File: src/rtl/mul.sv
// mul: unsigned 16x16 -> 32-bit Wallace-tree multiplier.
// P is purely combinational. P_q is a copy of P registered on each rising clk.
// Partial products are reduced column by column with full and half adder cells.
// The column heights of every reduction stage are worked out at elaboration
// time, so the reduction loops unroll into a fixed adder network.
module mul (
  input  logic        clk,
  input  logic        rst_n,
  input  logic [15:0] X,
  input  logic [15:0] Y,
  output logic [31:0] P,
  output logic [31:0] P_q
);

  localparam int W  = 16;  // operand width
  localparam int PW = 32;  // product width / number of columns

  // ------------------------------------------------------------------
  // Adder cells. Each returns {carry, sum}.
  // ------------------------------------------------------------------
  function automatic logic [1:0] fa_cell(input logic a, input logic b, input logic c);
    return {(a & b) | (a & c) | (b & c), a ^ b ^ c};
  endfunction

  function automatic logic [1:0] ha_cell(input logic a, input logic b);
    return {a & b, a ^ b};
  endfunction

  // ------------------------------------------------------------------
  // Reduction bookkeeping for one column holding h bits in one stage.
  // Bits are consumed in threes by full adders. A leftover pair goes to a
  // half adder, unless the column already holds only two bits; in that case
  // the half adder would not shorten the tree, so both bits pass through.
  // ------------------------------------------------------------------
  function automatic int fa_count(input int h);
    return h / 3;
  endfunction

  function automatic int ha_count(input int h);
    return (((h % 3) == 2) && (h > 2)) ? 1 : 0;
  endfunction

  function automatic int pass_count(input int h);
    return h - (3 * fa_count(h)) - (2 * ha_count(h));
  endfunction

  // Bits a column keeps for itself in the next stage: FA/HA sums and passes
  function automatic int own_count(input int h);
    return fa_count(h) + ha_count(h) + pass_count(h);
  endfunction

  // Bits a column hands to the next column up in the next stage
  function automatic int carry_count(input int h);
    return fa_count(h) + ha_count(h);
  endfunction

  typedef logic [PW-1:0][4:0] hrow_t;

  // Column heights of the raw partial-product matrix
  function automatic hrow_t init_h();
    hrow_t h;
    for (int c = 0; c < PW; c++) begin
      if (c < W) begin
        h[c] = 5'(c + 1);
      end else if (c < (2 * W) - 1) begin
        h[c] = 5'((2 * W) - 1 - c);
      end else begin
        h[c] = 5'd0;
      end
    end
    return h;
  endfunction

  // Column heights after one reduction stage. Carries leaving column 31
  // are not tracked: their weight is 2^32 and the product is below 2^32.
  function automatic hrow_t step_h(input hrow_t h);
    hrow_t n;
    for (int c = 0; c < PW; c++) begin
      if (c == 0) begin
        n[c] = 5'(own_count(int'(h[c])));
      end else begin
        n[c] = 5'(own_count(int'(h[c])) + carry_count(int'(h[c-1])));
      end
    end
    return n;
  endfunction

  function automatic int max_h(input hrow_t h);
    int m;
    m = 0;
    for (int c = 0; c < PW; c++) begin
      if (int'(h[c]) > m) begin
        m = int'(h[c]);
      end
    end
    return m;
  endfunction

  // Number of stages needed before every column holds at most two bits
  function automatic int calc_nst();
    hrow_t h;
    int    n;
    h = init_h();
    n = 0;
    for (int it = 0; it < 16; it++) begin
      if (max_h(h) > 2) begin
        h = step_h(h);
        n = n + 1;
      end
    end
    return n;
  endfunction

  localparam int NST = calc_nst();

  typedef logic [NST:0][PW-1:0][4:0] hmap_t;

  // Column heights for every stage, entry 0 being the partial products
  function automatic hmap_t calc_hmap();
    hmap_t m;
    hrow_t h;
    h = init_h();
    for (int s = 0; s <= NST; s++) begin
      m[s] = h;
      h    = step_h(h);
    end
    return m;
  endfunction

  localparam hmap_t HMAP = calc_hmap();

  // ------------------------------------------------------------------
  // Datapath
  // w_col[s][c] holds the bits of column c entering stage s, packed from
  // index 0 upward. Index 32 is a sink for carries out of column 31, which
  // are always zero. Unused positions are tied to 0 so no adder input is
  // ever left undriven.
  // ------------------------------------------------------------------
  logic [W-1:0]  w_col [0:NST][0:PW];
  logic [PW-1:0] w_p;
  logic [PW-1:0] r_p_q;

  // Form the partial products and reduce them, stage by stage, to two rows
  always_comb begin
    int         h;
    int         nf;
    int         nh;
    int         np;
    int         cb;
    int         k;
    logic [1:0] fr;
    h  = 0;
    nf = 0;
    nh = 0;
    np = 0;
    cb = 0;
    k  = 0;
    fr = 2'b00;
    for (int s = 0; s <= NST; s++) begin
      for (int c = 0; c <= PW; c++) begin
        w_col[s][c] = 16'h0000;
      end
    end
    // pp[i][j] = X[j] & Y[i] lands in column i+j
    for (int i = 0; i < W; i++) begin
      for (int j = 0; j < W; j++) begin
        k = ((i + j) < W) ? i : (W - 1 - j);
        w_col[0][i+j][k] = X[j] & Y[i];
      end
    end
    // In the next stage a column lists its own sums/passes first, then the
    // carries arriving from the column below; cb is where those carries start.
    for (int s = 0; s < NST; s++) begin
      for (int c = 0; c < PW; c++) begin
        h  = int'(HMAP[s][c]);
        nf = fa_count(h);
        nh = ha_count(h);
        np = pass_count(h);
        cb = ((c + 1) < PW) ? own_count(int'(HMAP[s][c+1])) : 0;
        for (int f = 0; f < nf; f++) begin
          fr = fa_cell(w_col[s][c][3*f], w_col[s][c][(3*f)+1], w_col[s][c][(3*f)+2]);
          w_col[s+1][c][f]        = fr[0];
          w_col[s+1][c+1][cb + f] = fr[1];
        end
        if (nh != 0) begin
          fr = ha_cell(w_col[s][c][3*nf], w_col[s][c][(3*nf)+1]);
          w_col[s+1][c][nf]        = fr[0];
          w_col[s+1][c+1][cb + nf] = fr[1];
        end else begin
          for (int p = 0; p < np; p++) begin
            w_col[s+1][c][nf + p] = w_col[s][c][(3*nf) + p];
          end
        end
      end
    end
  end

  // Ripple carry-propagate adder over the two remaining rows
  always_comb begin
    logic       cy;
    logic [1:0] fr;
    w_p = 32'h0000_0000;
    cy  = 1'b0;
    fr  = 2'b00;
    for (int c = 0; c < PW; c++) begin
      fr     = fa_cell(w_col[NST][c][0], w_col[NST][c][1], cy);
      w_p[c] = fr[0];
      cy     = fr[1];
    end
  end

  assign P = w_p;

  // Registered copy of the product for pipelined consumers
  always_ff @(posedge clk or negedge rst_n) begin
    if (!rst_n) begin
      r_p_q <= 32'h0000_0000;
    end else begin
      r_p_q <= w_p;
    end
  end

  assign P_q = r_p_q;

endmodule

File: config.mk
export PLATFORM = sky130hd
export DESIGN_NAME = mul
export DESIGN_NICKNAME = d
export VERILOG_FILES = /design/src/rtl/mul.sv
export SDC_FILE = /design/constraint.sdc
export NUM_CORES = 1
export LEC_CHECK = 0
export ABC_AREA = 1
export BUFFER_PORTS_ARGS = -buffer_cell sky130_fd_sc_hd__buf_4
export CAP_MARGIN = 10
export CORE_MARGIN = 4
export CORE_UTILIZATION = 60
export CTS_CLUSTER_DIAMETER = 30
export DETAILED_ROUTE_END_ITERATION = 16
export GPL_ROUTABILITY_DRIVEN = 0
export PLACE_DENSITY = 0.87
export SYNTH_ARGS = -nofsm -noshare
export SYNTH_HDL_FRONTEND = slang
export SYNTH_SLANG_ARGS = --single-unit
File: constraint.sdc
create_clock -name clk -period 13.5 [get_ports clk]
set_clock_uncertainty 0.2 [all_clocks]
set_input_delay 1.35 -clock clk [delete_from_list [all_inputs] [get_ports clk]]
set_output_delay 1.35 -clock clk [all_outputs]
set_load 0.03 [all_outputs]
==> results by group <==
Status
  • Status: complete, no violations

Floorplanning
  • Initial core utilization: 61.07%
  • Chip height: roughly 130 um
  • Core Box Area: ~15000 um2
  • Standard-cell rows: 45
  • Die area: 17530 um2
  • Io pins: 98
  • Die width: 132.4 um

Clock tree
  • Hold buffers post-CTS: 0
  • CTS Buf Count: 5
  • H-tree depth: 2
  • Root buffer cell: clkbuf_16
  • Deepest clock path buffer count: 2
  • Buffers inserted by post-CTS timing repair: 0
  • CTS tree: done
  • Post_cts resized: 2
  • CTS sink cnt: 32
  • Reg clk slew, reported paths: 0.07 ns

Timing
  • Final Cycle Share: 96.85%
  • Post-route minimum period: approximately 13 ns
  • Slew Limit Fails: 0
  • Worst Max-Slew Pin Slew: ~0.47 ns
  • Rel. slew slack: around 69%
  • # setup viols final: 0
  • RSZ-0062 raised after global routing: no
  • Hold Fails Final Rpt: 0
  • Max Freq: 76.48 MHz

Synth
  • Post-synthesis simple-gate area fraction: 10.55%
  • Netlist cell types: 10
  • Synth Instances: ~1100
  • Synth top area cells: fa_1 (48%), inv_1 (19%), nand2_1 (10%)
  • Sequential share of the synthesized area: approximately 8.6%
  • Area share of the largest cell type after synthesis: between 40% and 50%
  • Net count of the mapped netlist: approximately 1400
  • FF+latch count, synth: 32
  • Synth async-reset ratio: 100.0%
  • Post-synth EDFFs: 0
  • Count leader, synth: inv_1
  • Avg Cell Area, Syn: 8.557 um2
  • Compound-Gate Fraction of Synth Area: 0%
  • Cell area after synthesis: 9284 um2
  • Top FF cell, synth: dfrtp_1
  • Most common library cells after synthesis: inv_1 (466), nand2_1 (256), fa_1 (223)
  • Largest family of logic cells by synthesized area: adder cells
  • Synth Area in XOR/XNOR: 0%
  • Synth warn: 0
  • Synth area leader: fa_1
  • Post-Synth Adder-Cell Area: approximately 53%
  • Mux cell area share after synthesis: 0%

Setup path
  • Crit path required time: 11.95 ns
  • CP max FO: 16
  • Worst path arrival time: roughly 12 ns
  • CP max stage cell: fa_1
  • Setup CP Type: input port to output pin
  • Startpoint types: input port
  • CP Capture Type: output pin
  • CP most frequent cell: ha_1
  • CP peak stage delay: between 0.4 and 0.5 ns

Global routing
  • Pin count of the biggest net entering global routing: 33
  • Vias in the first global route: ~7500
  • Overflow after GRT: 0
  • Total Routing Usage GR: around a quarter
  • First-pass GRT wire length: 34580 um
  • Antenna violations before repair: 0

Min path
  • Worst Hold Class: input port to asynchronous set/reset pin

Drt
  • Iter 0 DRT Violations: around 510
  • Post-Route WL: 19550 um
  • Via count: around 6500
  • First drt pass iteration count: 5
  • Vias/cell: a little under 5
  • DRC: 0
  • Post-route ant nets: 0
  • WL/cell: approximately 15 um

Layout
  • Nets: between 1000 and 1500
  • Max reg flops: 32
  • Layout area overhead: 4.016%
  • Finished Core Util: around 64%
  • Finished Cell Area: 9657 um2
  • Layout cells sized above 1: 10.12%
  • # diodes: 0
  • # fillers: around 1200

Place
  • I/O Buffers: 97
  • Post-DP HPWL: between 15000 and 20000 um
  • Placed cell area: between 9000 and 10000 um2

Run
  • Max-capacitance violation count: 0
==> per-layer routing <==
| layer | vias to the layer above | track usage [%] | share of wire (%) |
|---|---|---|---|
| li1 | 2846 | - | - |
| met1 | 3239 | 28.41 | 34 |
| met2 | 356 | 44.16 | 52 |
| met3 | 88 | 5.191 | 8.6 |
| met4 | 0 | 12.47 | 5.0 |
| met5 | - | 0 | 0 |
==> metrics by stage <==
stage,cells,setup slack (ns),setup TNS [ns],hold slack [ns]
floorplan,1085,0.6243,0,0.8544
detailed placement,1306,-0.005537,-0.005537,1.148
global placement,1306,0.1844,0,1.142
finish,1314,0.4254,0,0.7970
CTS,1314,0.05329,0,0.8216
global route,1314,0.0007869,0,0.8388
==> layout make-up <==
type | instances | area, um2 | share of cell area, %
Inverter | 467 | 1753 | 18.15
Tap cell | 188 | 235.2 | 2.436
Clock inverter | 3 | 42.54 | 0.4405
Timing Repair Buffer | 97 | 743.2 | 7.696
Clock buffer | 5 | 125.1 | 1.296
Multi-Input combinational cell | 522 | 5957 | 61.69
Sequential cell | 32 | 800.8 | 8.292
==> cells in the final DEF (no fill, tap or decap) <==
cell type   synthesis  final
buf_4               0     93
buf_6              48      4
bufinv_16           0      1
clkbuf_16           0      5
clkinv_2            0      1
clkinvlp_4          0      1
dfrtp_1            32     32
fa_1              223    218
fa_2                0      5
ha_1               40     40
inv_1             466    466
inv_2               1      1
nand2_1           256    256
nand2_2             3      3
==> critical path: cells and delay by family <==
kind / cells / cell delay, ns
and+or+nand+nor: 3 / 0.23
buffers and inverters: 8 / 0.74
adders and majority gates: 30 / 9.19
==> path summary, 6_finish.rpt <==
| path | start | endpoint | slack [ns] | cells past startpoint |
|---|---|---|---|---|
| min | rst_n | P_q[6] | 0.80 | 1 |
| min in group clk | Y[0] | P_q[0] | 1.17 | 3 |
| max in group asynchronous | rst_n | P_q[22] | 11.96 | 1 |
| max | X[3] | P[31] | 0.43 | 41 |
==> logic make-up after synthesis <==
logic type / Yosys count
adder cells (fa/ha/maj): 263
buffers and inverters: 531
flip-flops: 32
AND/OR/NAND/NOR: 259
Power is not shown: default switching activity piles up to over one toggle a cycle in this logic, so the estimate is an artifact.
